[src/rtl/mem_port_arbiter.sv]
// rtl/mem_port_arbiter.sv - two-requester arbiter for the shared instruction/data memory port
// Define MEM_ARB_RR_EN for round-robin selection; the default build is fixed priority (m0 wins).
module mem_port_arbiter #(
   parameter int ADDR_W  = 32,
   parameter int DATA_W  = 32,
   parameter int MEM_LAT = 1
) (
   input  logic              clk,
   input  logic              reset,
   input  logic              m0_req,
   input  logic              m0_we,
   input  logic [ADDR_W-1:0] m0_addr,
   input  logic [DATA_W-1:0] m0_wdata,
   output logic              m0_gnt,
   output logic              m0_rvalid,
   output logic [DATA_W-1:0] m0_rdata,
   input  logic              m1_req,
   input  logic              m1_we,
   input  logic [ADDR_W-1:0] m1_addr,
   input  logic [DATA_W-1:0] m1_wdata,
   output logic              m1_gnt,
   output logic              m1_rvalid,
   output logic [DATA_W-1:0] m1_rdata,
   output logic              mem_en,
   output logic              mem_we,
   output logic [ADDR_W-1:0] mem_addr,
   output logic [DATA_W-1:0] mem_wdata,
   input  logic [DATA_W-1:0] mem_rdata,
   output logic              busy
);

   typedef enum logic [1:0] {IDLE, ISSUE, WAIT, RESP} state_t;

   state_t            state_q, state_d;
   logic              owner_q, owner_d;
   logic [2:0]        cnt_q, cnt_d;
   logic              mem_en_q, mem_en_d;
   logic              mem_we_q, mem_we_d;
   logic [ADDR_W-1:0] mem_addr_q, mem_addr_d;
   logic [DATA_W-1:0] mem_wdata_q, mem_wdata_d;
   logic              m0_gnt_q, m0_gnt_d, m1_gnt_q, m1_gnt_d;
   logic              m0_rvalid_q, m0_rvalid_d, m1_rvalid_q, m1_rvalid_d;
   logic [DATA_W-1:0] m0_rdata_q, m0_rdata_d, m1_rdata_q, m1_rdata_d;
   logic              busy_q, busy_d;
   logic              pick_m1;

`ifdef MEM_ARB_RR_EN
   logic              last_m1_q, last_m1_d;
   // On contention the requester that was not granted last wins.
   assign pick_m1 = m1_req && (!m0_req || !last_m1_q);
`else
   assign pick_m1 = !m0_req;
`endif

   always_comb begin
      state_d     = state_q;
      owner_d     = owner_q;
      cnt_d       = cnt_q;
      mem_en_d    = 1'b0;
      mem_we_d    = 1'b0;
      mem_addr_d  = '0;
      mem_wdata_d = '0;
      m0_gnt_d    = 1'b0;
      m1_gnt_d    = 1'b0;
      m0_rvalid_d = 1'b0;
      m1_rvalid_d = 1'b0;
      m0_rdata_d  = m0_rdata_q;
      m1_rdata_d  = m1_rdata_q;
`ifdef MEM_ARB_RR_EN
      last_m1_d   = last_m1_q;
`endif
      case (state_q)
         IDLE: begin
            // The mem_* output flops double as the captured command.
            if (m0_req || m1_req) begin
               owner_d     = pick_m1;
               mem_en_d    = 1'b1;
               mem_we_d    = pick_m1 ? m1_we    : m0_we;
               mem_addr_d  = pick_m1 ? m1_addr  : m0_addr;
               mem_wdata_d = pick_m1 ? m1_wdata : m0_wdata;
               m0_gnt_d    = !pick_m1;
               m1_gnt_d    = pick_m1;
               state_d     = ISSUE;
            end
         end
         ISSUE: begin
`ifdef MEM_ARB_RR_EN
            last_m1_d = owner_q;
`endif
            if (mem_we_q) begin
               state_d = IDLE;
            end else begin
               cnt_d   = 3'(MEM_LAT - 1);
               state_d = WAIT;
            end
         end
         WAIT: begin
            if (cnt_q == 3'd0) begin
               if (owner_q) begin
                  m1_rdata_d  = mem_rdata;
                  m1_rvalid_d = 1'b1;
               end else begin
                  m0_rdata_d  = mem_rdata;
                  m0_rvalid_d = 1'b1;
               end
               state_d = RESP;
            end else begin
               cnt_d = cnt_q - 3'd1;
            end
         end
         RESP:    state_d = IDLE;
         default: state_d = IDLE;
      endcase
      busy_d = (state_d != IDLE);
   end

   always_ff @(posedge clk) begin
      if (reset) begin
         state_q     <= IDLE;
         owner_q     <= 1'b0;
         cnt_q       <= 3'd0;
         mem_en_q    <= 1'b0;
         mem_we_q    <= 1'b0;
         mem_addr_q  <= '0;
         mem_wdata_q <= '0;
         m0_gnt_q    <= 1'b0;
         m1_gnt_q    <= 1'b0;
         m0_rvalid_q <= 1'b0;
         m1_rvalid_q <= 1'b0;
         m0_rdata_q  <= '0;
         m1_rdata_q  <= '0;
         busy_q      <= 1'b0;
`ifdef MEM_ARB_RR_EN
         last_m1_q   <= 1'b1;
`endif
      end else begin
         state_q     <= state_d;
         owner_q     <= owner_d;
         cnt_q       <= cnt_d;
         mem_en_q    <= mem_en_d;
         mem_we_q    <= mem_we_d;
         mem_addr_q  <= mem_addr_d;
         mem_wdata_q <= mem_wdata_d;
         m0_gnt_q    <= m0_gnt_d;
         m1_gnt_q    <= m1_gnt_d;
         m0_rvalid_q <= m0_rvalid_d;
         m1_rvalid_q <= m1_rvalid_d;
         m0_rdata_q  <= m0_rdata_d;
         m1_rdata_q  <= m1_rdata_d;
         busy_q      <= busy_d;
`ifdef MEM_ARB_RR_EN
         last_m1_q   <= last_m1_d;
`endif
      end
   end

   assign mem_en    = mem_en_q;
   assign mem_we    = mem_we_q;
   assign mem_addr  = mem_addr_q;
   assign mem_wdata = mem_wdata_q;
   assign m0_gnt    = m0_gnt_q;
   assign m1_gnt    = m1_gnt_q;
   assign m0_rvalid = m0_rvalid_q;
   assign m1_rvalid = m1_rvalid_q;
   assign m0_rdata  = m0_rdata_q;
   assign m1_rdata  = m1_rdata_q;
   assign busy      = busy_q;

endmodule

[config.mk]
export PLATFORM = sky130hd
export DESIGN_NAME = mem_port_arbiter
export DESIGN_NICKNAME = d
export VERILOG_FILES = /design/src/rtl/mem_port_arbiter.sv
export SDC_FILE = /design/constraint.sdc
export NUM_CORES = 1
export LEC_CHECK = 0
export ABC_AREA = 1
export BUFFER_PORTS_ARGS = -buffer_cell sky130_fd_sc_hd__buf_2
export CAP_MARGIN = 20
export CORE_AREA = 2 2 118 120
export CTS_CLUSTER_DIAMETER = 100
export DETAILED_ROUTE_END_ITERATION = 8
export DIE_AREA = 0 0 120 122
export PLACE_DENSITY = 0.76
export SETUP_SLACK_MARGIN = 0.1
export SYNTH_ARGS = -nofsm -noshare
export SYNTH_HDL_FRONTEND = slang
export SYNTH_SLANG_ARGS = --single-unit
[constraint.sdc]
create_clock -name clk -period 2.1 [get_ports clk]
set_clock_uncertainty 0.2 [all_clocks]
set_input_delay 0.63 -clock clk [delete_from_list [all_inputs] [get_ports clk]]
set_output_delay 0.63 -clock clk [all_outputs]
set_load 0.02 [all_outputs]
==> results_tabular.tex, run 1 <==
\begin{tabular}{lr}
\hline
Metric & Value \\
\hline
\multicolumn{2}{l}{\textbf{Run status}} \\
Status & finished, final reports clean \\
\multicolumn{2}{l}{\textbf{Worst setup path}} \\
Worst R2R End & m0\_rdata[28] \\
Max FO, Critical Path & 32 \\
Critical path startpoint category & register \\
Endpoint class of the critical path & register \\
Setup slack of the most critical reg-to-reg path & 0.27 ns \\
Number of cells traversed by the worst register-to-register path & 8 \\
Startpoint of the worst register-to-register path & cnt\_q[0] \\
Kind of critical path & register to register \\
Data required, critical path & 2.24 ns \\
Arr. time, crit path & 1.97 ns \\
\multicolumn{2}{l}{\textbf{Yosys}} \\
Syn. warnings & 0 \\
Post-synthesis average cell area & 7.975 µm² \\
Synth Instances & 631 \\
Share of synthesized area occupied by flip-flops and latches & 56.09\% \\
Post-synth net total & 799 \\
Post-synthesis cell type count & 16 \\
Cell area after technology mapping & 0.005032 mm² \\
\#FFs+latches synth & 141 \\
\multicolumn{2}{l}{\textbf{Placement}} \\
Number of buffers inserted by port buffering & 300 \\
RD Place Congestion & 0.8224 \\
Placed wire-length estimate & 11.32 mm \\
\multicolumn{2}{l}{\textbf{Cells and area}} \\
Combined area of the multi-input logic cells & 0.001888 mm² \\
\# nets final & 1084 \\
Share of final-layout standard cells stronger than drive strength 1 & 37.67\% \\
Antenna cell count & 0 \\
Fill cells & 1278 \\
Sequential cell area & 0.002823 mm² \\
Leading cell type in the layout, fill and taps excluded & sky130\_fd\_sc\_hd\_\_buf\_2 \\
Commonest cells after routing, fill and taps aside & sky130\_fd\_sc\_hd\_\_buf\_2, sky130\_fd\_sc\_hd\_\_nand2\_1, sky130\_fd\_sc\_hd\_\_dfxtp\_1 \\
Synth-to-layout area growth & 46.37\% \\
\multicolumn{2}{l}{\textbf{Clock network}} \\
Number of clock sinks seen by CTS & 141 \\
Setup fix buffers added after clock tree synthesis & 0 \\
Hold buffer count at cts & 0 \\
Clock insertion delay at the later pin of the skew report & 0.41 ns \\
Clock slew seen by the registers of the worst setup and hold paths & 0.06 ns \\
Buffers from clock root to sink, at most & 2 \\
Cell chosen for the clock root & sky130\_fd\_sc\_hd\_\_clkbuf\_16 \\
CTS resizes & 0 \\
TritonCTS clock tree & built \\
H-tree Lvls & 4 \\
Number of buffers added by the clock tree synthesis step & 17 \\
\multicolumn{2}{l}{\textbf{GRT}} \\
Pin count of the biggest net entering global routing & 65 \\
Sum of overflow across all layers after global routing & 0 \\
Global-route wire length before repair & 23.92 mm \\
Via count of the first global-routing pass & 4769 \\
Gr usage total & 21.00\% \\
Number of antenna violations at the first check in global routing & 0 \\
\multicolumn{2}{l}{\textbf{Routing}} \\
Routed wire per std cell & 14.21 µm \\
DRC violation total after the first TritonRoute iteration & 288 \\
Final antenna-violating net count & 0 \\
Vias & 5349 \\
Total Wirelength & 15.76 mm \\
Routed vias/inst & 4.823 \\
DRC violations left & 0 \\
1st-pass router iterations & 5 \\
\multicolumn{2}{l}{\textbf{Floorplanning}} \\
Standard cell core area & 0.01350 mm² \\
Top-Level Pins & 301 \\
DIE HEIGHT & 122 µm \\
Die area & 0.01464 mm² \\
Row Count & 43 \\
Initial core utilization & 37.26\% \\
Die X & 120 µm \\
\multicolumn{2}{l}{\textbf{Timing}} \\
Fin. max-slew vios & 0 \\
Final hold violation count & 0 \\
Max frequency & 0.5477 GHz \\
Final setup violation count & 0 \\
Transition time at the pin with the least slew margin & 0.3952 ns \\
Share of the clock period used by the worst path & 86.94\% \\
Setup TNS & 0 ns \\
Unrepaired setup endpoints after global routing & false \\
Min Tclk post-route & 1.826 ns \\
Rel. slew slack & 73.66\% \\
\multicolumn{2}{l}{\textbf{Power and ir drop}} \\
IR drop worst, VDD & 0.0004683 V \\
Power density over cell area & 1019 mW/mm² \\
Leakage & 3.609 nW \\
Total design power & 0.007506 W \\
\multicolumn{2}{l}{\textbf{Run}} \\
Number of max-capacitance violations reported & 0 \\
\multicolumn{2}{l}{\textbf{Worst hold path}} \\
Startpoint of the most critical hold path & m1\_addr[30] \\
Worst hold stages & 3 \\
Hold Path Class & primary input to register \\
Worst hold path endpoint & mem\_addr[30] \\
\hline
\end{tabular}
[report_power, final]
| group | total, W | leakage [nW] | internal, W | switching [W] |
|---|---|---|---|---|
| sequential | 0.00292 | 1.15 | 0.00285 | 0.0000630 |
| combinational | 0.00126 | 2.14 | 0.000429 | 0.000833 |
| clock | 0.00333 | 0.322 | 0.00221 | 0.00112 |
[layer usage]
metal,GRT usage (%),routed length [µm]
met1,25.33,6539
met5,0,0
met2,34.69,7477
met3,6.601,1399
met4,8.824,343
[flip-flops by register name (all words and copies together) (netlist names)]
signal / cells
mem_en: 1
mem_addr: 32
mem_wdata: 32
state_q: 2
m1_rvalid: 1
m0_rdata: 32
busy: 1
mem_we: 1
m0_rvalid: 1
cnt_q: 3
m1_rdata: 32
m1_gnt: 1
m0_gnt: 1
owner_q: 1
[worst max path at each step]
stage / endpoint / depth (start not counted) / from / slack (ns)
3_3_place_gp: mem_wdata[8] / 6 / m0_req / 0.32
6_report: m0_rdata[28] / 8 / cnt_q[0] / 0.27
4_1_cts: m0_rdata[27] / 8 / cnt_q[0] / 0.26
5_1_grt: m0_rdata[31] / 8 / cnt_q[0] / 0.11
3_5_place_dp: m0_rdata[25] / 8 / cnt_q[0] / 0.27
2_1_floorplan: m1_rdata[22] / 9 / cnt_q[0] / 0.49
[cell usage after synthesis, drive strengths merged]
cell type  instances  area, µm²
nand2            209      784.5
dfxtp            141       2823
a21oi            133      665.6
nand3             69      345.3
buf               32      197.7
inv               17      63.81
clkbuf            16      60.06
nor2              11      58.81
ha                 2      25.02
o21ai              1      8.760
[cell families after synthesis]
group                      after synthesis  share of synthesized area [%]
DFF                                    141                          56.09
and+or+nand+nor                        289                          23.62
adders and majority gates                2                         0.4972
AOI/OAI and AO/OA                      134                          13.40
buffers and inverters                   65                          6.390
[critical path: stages, from the launching register on]
cell and delay, ns:
sky130_fd_sc_hd__dfxtp_1 0.31, sky130_fd_sc_hd__inv_1 0.08, sky130_fd_sc_hd__ha_1 0.15, sky130_fd_sc_hd__ha_1 0.17, sky130_fd_sc_hd__inv_1 0.07, sky130_fd_sc_hd__nor2_2 0.09, sky130_fd_sc_hd__buf_4 0.36, sky130_fd_sc_hd__nand3_1 0.13
sky130_fd_sc_hd__a21oi_1 0.17
[through the flow]
stage | worst slack, ns | instance area [µm²] | util (%) | hold WS (ns) | std cells
after floorplan | 0.4922 | 5032 | - | 0.2516 | 631
after global routing | 0.1056 | 7366 | 54.54 | 0.2487 | 1109
final | 0.2742 | 7366 | 54.54 | 0.2560 | 1109
after detailed placement | 0.2704 | 6706 | 49.66 | 0.2498 | 1077
after CTS | 0.2559 | 7366 | 54.54 | 0.2405 | 1109
after global placement | 0.3176 | 6706 | 49.66 | 0.2460 | 1077
[final cells by class]
cell class,count,share of cell area (%)
Clock inverter,9,2.463
Clock buffer,23,6.489
Multi-Input combinational cell,425,25.63
Inverter,17,0.8663
Tap cell,180,3.058
Sequential cell,141,38.32
Timing Repair Buffer,314,23.17
No activity file was read; power rests on OpenSTA's default activity.
==> run 2, diff against run 1 <==
--- a/config.mk
+++ b/config.mk
@@ -12,7 +12,7 @@
 export CTS_CLUSTER_DIAMETER = 100
 export DETAILED_ROUTE_END_ITERATION = 8
 export DIE_AREA = 0 0 120 122
-export PLACE_DENSITY = 0.76
+export PLACE_DENSITY_LB_ADDON = 0.1
 export SETUP_SLACK_MARGIN = 0.1
 export SYNTH_ARGS = -nofsm -noshare
 export SYNTH_HDL_FRONTEND = slang
==> results_tabular.tex, run 2 (synthesized netlist as in run 1, its figures left out) <==
\begin{tabular}{lr}
\hline
Metric & Value \\
\hline
\multicolumn{2}{l}{\textbf{Routing}} \\
Routed vias/inst & 4.623 \\
DRC violation total after the first TritonRoute iteration & 324 \\
Vias & 5136 \\
Total Wirelength & 15.22 mm \\
Routed wire per std cell & 13.70 µm \\
DRC violations left & 0 \\
Final antenna-violating net count & 0 \\
1st-pass router iterations & 5 \\
\multicolumn{2}{l}{\textbf{Cells and area}} \\
Commonest cells after routing, fill and taps aside & sky130\_fd\_sc\_hd\_\_buf\_2, sky130\_fd\_sc\_hd\_\_nand2\_1, sky130\_fd\_sc\_hd\_\_dfxtp\_1 \\
Leading cell type in the layout, fill and taps excluded & sky130\_fd\_sc\_hd\_\_buf\_2 \\
Antenna cell count & 0 \\
\# nets final & 1086 \\
Synth-to-layout area growth & 44.63\% \\
Final core utilization & 53.90\% \\
Combined area of the multi-input logic cells & 0.001888 mm² \\
Share of final-layout standard cells stronger than drive strength 1 & 38.02\% \\
Fill cells & 1335 \\
Sequential cell area & 0.002823 mm² \\
\multicolumn{2}{l}{\textbf{Worst hold path}} \\
Hold Path Class & primary input to register \\
Startpoint of the most critical hold path & reset \\
\multicolumn{2}{l}{\textbf{Clock network}} \\
Clock slew seen by the registers of the worst setup and hold paths & 0.06 ns \\
H-tree Lvls & 4 \\
Number of buffers added by the clock tree synthesis step & 17 \\
Buffers from clock root to sink, at most & 2 \\
Hold buffer count at cts & 0 \\
TritonCTS clock tree & built \\
Number of clock sinks seen by CTS & 141 \\
Setup fix buffers added after clock tree synthesis & 0 \\
Clock insertion delay at the later pin of the skew report & 0.41 ns \\
CTS resizes & 0 \\
Cell chosen for the clock root & sky130\_fd\_sc\_hd\_\_clkbuf\_16 \\
\multicolumn{2}{l}{\textbf{Run}} \\
Number of max-capacitance violations reported & 0 \\
\multicolumn{2}{l}{\textbf{Floorplanning}} \\
Standard cell core area & 0.01350 mm² \\
DIE HEIGHT & 122 µm \\
Top-Level Pins & 301 \\
Die X & 120 µm \\
Die area & 0.01464 mm² \\
Initial core utilization & 37.26\% \\
Row Count & 43 \\
\multicolumn{2}{l}{\textbf{Worst setup path}} \\
Max FO, Critical Path & 32 \\
Endpoint class of the critical path & register \\
Startpoint of the worst register-to-register path & cnt\_q[0] \\
Arr. time, crit path & 1.93 ns \\
Critical path startpoint category & register \\
Data required, critical path & 2.23 ns \\
Kind of critical path & register to register \\
Worst setup path startpoint & cnt\_q[0] \\
\multicolumn{2}{l}{\textbf{Timing}} \\
Share of the clock period used by the worst path & 85.39\% \\
Fin. max-slew vios & 0 \\
Max frequency & 0.5576 GHz \\
Transition time at the pin with the least slew margin & 0.5343 ns \\
Min Tclk post-route & 1.793 ns \\
Rel. slew slack & 64.38\% \\
Setup TNS & 0 ns \\
Unrepaired setup endpoints after global routing & false \\
Final setup violation count & 0 \\
Final hold violation count & 0 \\
\multicolumn{2}{l}{\textbf{GRT}} \\
Pin count of the biggest net entering global routing & 67 \\
Via count of the first global-routing pass & 4835 \\
Gr usage total & 20.43\% \\
Global-route wire length before repair & 23.29 mm \\
Number of antenna violations at the first check in global routing & 0 \\
Sum of overflow across all layers after global routing & 0 \\
\multicolumn{2}{l}{\textbf{Power and ir drop}} \\
Leakage & 3.582 nW \\
Power density over cell area & 994.2 mW/mm² \\
IR drop worst, VDD & 0.0004103 V \\
Total design power & 0.007236 W \\
\multicolumn{2}{l}{\textbf{Run status}} \\
Status & finished, final reports clean \\
\multicolumn{2}{l}{\textbf{Placement}} \\
Number of buffers inserted by port buffering & 300 \\
RD Place Congestion & 0.7780 \\
Placed wire-length estimate & 11.01 mm \\
\hline
\end{tabular}
-- run 2: cell types whose count changed in the layout (fill, tap and decap cells not counted), sizes merged --
cell / previous run / this run
clkbuf: 23 / 22
clkinvlp: 0 / 1
buf: 314 / 316
clkinv: 3 / 5
bufinv: 5 / 3
-- run 2: routing by layer --
metal	track usage [%]	wire, µm
met1	23.86	5965
met2	33.84	7691
met3	6.554	1182
met4	10.15	380
met5	0	0
-- run 2: worst max-delay path, stage by stage (launching register included) --
cell,delay (ns)
sky130_fd_sc_hd__dfxtp_1,0.31
sky130_fd_sc_hd__inv_1,0.08
sky130_fd_sc_hd__ha_1,0.15
sky130_fd_sc_hd__ha_1,0.18
sky130_fd_sc_hd__inv_1,0.07
sky130_fd_sc_hd__nor2_2,0.09
sky130_fd_sc_hd__buf_4,0.34
sky130_fd_sc_hd__nand3_1,0.12
sky130_fd_sc_hd__a21oi_1,0.17
-- run 2: metrics by stage --
step | hold slack (ns) | cell area, µm² | std cells | setup slack [ns]
4_1_cts | 0.2353 | 7278 | 1111 | 0.2797
3_5_place_dp | 0.2483 | 6659 | 1079 | 0.2306
3_3_place_gp | 0.2439 | 6659 | 1079 | 0.2790
2_1_floorplan | 0.2516 | 5032 | 631 | 0.4922
6_report | 0.2551 | 7278 | 1111 | 0.3067
5_1_grt | 0.2429 | 7278 | 1111 | 0.1250
-- run 2: final timing paths --
check                  to  slack, ns  depth (start not counted)
max           m0_rdata[7]       0.31                          8
max reg2reg   m0_rdata[7]       0.31                          8
min reg2reg  m1_rdata[23]       0.26                          2
min                mem_en       0.26                          2
-- run 2: cell type report --
cell class	count	share of cell area [%]
clock buffer	22	6.653
timing repair buffer	316	22.80
inverter	17	0.8767
multi-input combinational	425	25.94
sequential	141	38.78
clock inverter	10	1.857
tap	180	3.094
-- run 2: where the power goes --
group	switching (W)	internal [W]	total [W]	leakage [nW]
combinational	0.000793	0.000415	0.00121	2.13
clock	0.00112	0.00199	0.00311	0.306
sequential	0.0000650	0.00285	0.00292	1.15
==> run 3, diff against run 2 <==
--- a/config.mk
+++ b/config.mk
@@ -8,10 +8,11 @@
 export ABC_AREA = 1
 export BUFFER_PORTS_ARGS = -buffer_cell sky130_fd_sc_hd__buf_2
 export CAP_MARGIN = 20
-export CORE_AREA = 2 2 118 120
+export CORE_AREA = 2 2 116 118
+export CTS_BUF_LIST = sky130_fd_sc_hd__clkbuf_4 sky130_fd_sc_hd__clkbuf_8
 export CTS_CLUSTER_DIAMETER = 100
 export DETAILED_ROUTE_END_ITERATION = 8
-export DIE_AREA = 0 0 120 122
+export DIE_AREA = 0 0 118 120
 export PLACE_DENSITY_LB_ADDON = 0.1
 export SETUP_SLACK_MARGIN = 0.1
 export SYNTH_ARGS = -nofsm -noshare
==> results_tabular.tex, run 3 (synthesized netlist as in run 1, its figures left out) <==
\begin{tabular}{lr}
\hline
Metric & Value \\
\hline
\multicolumn{2}{l}{\textbf{Routing}} \\
DRC violations left & 0 \\
Routed vias/inst & 4.747 \\
Routed wire per std cell & 13.88 µm \\
DRC violation total after the first TritonRoute iteration & 358 \\
Final antenna-violating net count & 0 \\
Total Wirelength & 15.36 mm \\
1st-pass router iterations & 4 \\
Vias & 5255 \\
\multicolumn{2}{l}{\textbf{Timing}} \\
Fin. max-slew vios & 0 \\
Transition time at the pin with the least slew margin & 0.5644 ns \\
Max frequency & 0.5568 GHz \\
Min Tclk post-route & 1.796 ns \\
Share of the clock period used by the worst path & 85.52\% \\
Rel. slew slack & 62.37\% \\
Unrepaired setup endpoints after global routing & false \\
Final setup violation count & 0 \\
Final hold violation count & 0 \\
Setup TNS & 0 ns \\
WHS & 0.2324 ns \\
\multicolumn{2}{l}{\textbf{GRT}} \\
Pin count of the biggest net entering global routing & 67 \\
Global-route wire length before repair & 24.16 mm \\
Number of antenna violations at the first check in global routing & 0 \\
Gr usage total & 21.30\% \\
Sum of overflow across all layers after global routing & 0 \\
Via count of the first global-routing pass & 5004 \\
M2 GR Usage & 36.63\% \\
Met3 Resource Use GR & 6.939\% \\
GR Layer Usage met1 & 23.58\% \\
Layer with the highest usage after global routing & met2 \\
\multicolumn{2}{l}{\textbf{Worst setup path}} \\
Critical path startpoint category & register \\
Worst R2R End & m0\_rdata[18] \\
Instance count on the critical path & 1 \\
Worst setup path startpoint & m0\_rdata[11] \\
Endpoint class of the critical path & output pin \\
Critical-path cell list & buf\_2 \\
Setup slack of the most critical reg-to-reg path & 0.33 ns \\
Critical Path End & m0\_rdata[11] \\
Number of cells traversed by the worst register-to-register path & 8 \\
Data required, critical path & 1.27 ns \\
Worst path max stage delay & 0.35 ns \\
Slowest cell on crit path & sky130\_fd\_sc\_hd\_\_dfxtp\_1 \\
Startpoint of the worst register-to-register path & cnt\_q[0] \\
Worst path top cell family by delay & flip-flops \\
CP bufs+invs & 1 \\
Max FO, Critical Path & 2 \\
Kind of critical path & register to output pin \\
Arr. time, crit path & 0.97 ns \\
\multicolumn{2}{l}{\textbf{Cells and area}} \\
Share of final-layout standard cells stronger than drive strength 1 & 38.13\% \\
Non-filler cells, final & 1107 \\
Antenna cell count & 0 \\
\# nets final & 1086 \\
Commonest cells after routing, fill and taps aside & sky130\_fd\_sc\_hd\_\_buf\_2, sky130\_fd\_sc\_hd\_\_nand2\_1, sky130\_fd\_sc\_hd\_\_dfxtp\_1 \\
Leading cell type in the layout, fill and taps excluded & sky130\_fd\_sc\_hd\_\_buf\_2 \\
Synth-to-layout area growth & 41.32\% \\
\multicolumn{2}{l}{\textbf{Floorplanning}} \\
Row Count & 42 \\
Top-Level Pins & 301 \\
DIE HEIGHT & 120 µm \\
Die area & 0.01416 mm² \\
Initial core utilization & 38.77\% \\
Die X & 118 µm \\
Standard cell core area & 0.01298 mm² \\
\multicolumn{2}{l}{\textbf{Clock network}} \\
Clock slew seen by the registers of the worst setup and hold paths & 0.08 ns \\
Number of buffers added by the clock tree synthesis step & 17 \\
Buffers from clock root to sink, at most & 2 \\
Cell chosen for the clock root & sky130\_fd\_sc\_hd\_\_clkbuf\_8 \\
H-tree Lvls & 4 \\
TritonCTS clock tree & built \\
Clock insertion delay at the later pin of the skew report & 0.43 ns \\
Number of clock sinks seen by CTS & 141 \\
\multicolumn{2}{l}{\textbf{Power and ir drop}} \\
Leakage & 3.508 nW \\
IR drop worst, VDD & 0.0004042 V \\
Power density over cell area & 919.5 mW/mm² \\
\multicolumn{2}{l}{\textbf{Worst hold path}} \\
Hold Path Class & primary input to register \\
\multicolumn{2}{l}{\textbf{Placement}} \\
Number of buffers inserted by port buffering & 300 \\
Placed wire-length estimate & 11.02 mm \\
Total placed cells including tap cells & 1075 \\
RD Place Congestion & 0.8222 \\
\multicolumn{2}{l}{\textbf{Run}} \\
Number of max-capacitance violations reported & 0 \\
\multicolumn{2}{l}{\textbf{Run status}} \\
Status & finished, final reports clean \\
\hline
\end{tabular}
run 3: cell count changes in the layout (fill, tap and decap cells not counted):
cell	before	now
sky130_fd_sc_hd__clkbuf_4	0	2
sky130_fd_sc_hd__clkinv_4	1	2
sky130_fd_sc_hd__clkbuf_16	17	0
sky130_fd_sc_hd__buf_12	3	4
sky130_fd_sc_hd__clkbuf_1	1	0
sky130_fd_sc_hd__inv_6	1	0
sky130_fd_sc_hd__clkbuf_8	4	19
sky130_fd_sc_hd__bufinv_16	3	4
sky130_fd_sc_hd__buf_6	0	1
sky130_fd_sc_hd__buf_4	13	11
run 3: timing repair:
action	4_1_cts	5_1_grt
hold buffers	0	0
setup buffers	0	0
endpoints found under the setup margin	0	4
gates resized for setup	0	1
run 3: metrics by stage:
step           util (%)  setup slack [ns]  power [W]  instance area [µm²]
3_3_place_gp      51.36            0.3099   0.004188                 6666
6_report          54.79            0.3040   0.006540                 7112
2_1_floorplan         -            0.4922   0.003734                 5032
4_1_cts           54.76            0.2662   0.006607                 7108
5_1_grt           54.79            0.1350   0.006858                 7112
3_5_place_dp      51.36            0.2596   0.004209                 6666
run 3: area by class of cell:
| class | instances | area (µm²) |
|---|---|---|
| multi-input combinational | 425 | 1888 |
| inverter | 17 | 63.81 |
| tap | 176 | 220.2 |
| clock inverter | 11 | 165.2 |
| clock buffer | 21 | 276.5 |
| timing repair buffer | 316 | 1675 |
| fill | 1274 | 5868 |
| sequential | 141 | 2823 |
run 3: power by group:
| part | internal, W | total (W) | switching [W] |
|---|---|---|---|
| registers | 0.00285 | 0.00291 | 0.0000644 |
| logic | 0.000424 | 0.00123 | 0.000805 |
| clock network | 0.00138 | 0.00240 | 0.00102 |
| total | 0.00465 | 0.00654 | 0.00189 |
run 3: worst min-delay path by stage:
stage,from,end,slack (ns),cells past startpoint
6_report,m1_wdata[7],mem_wdata[7],0.23,3
5_1_grt,m1_wdata[20],mem_wdata[20],0.20,3
4_1_cts,m1_wdata[7],mem_wdata[7],0.19,3
3_5_place_dp,m1_rdata[31],m1_rdata[31],0.25,2
3_3_place_gp,m0_rdata[18],m0_rdata[18],0.24,2
2_1_floorplan,cnt_q[1],cnt_q[1],0.25,2
run 3: layer usage:
layer	vias up	part of all wire (%)
met4	0	3.0
met5	-	0
met2	231	51
li1	2627	-
met1	2360	39
met3	37	7.6
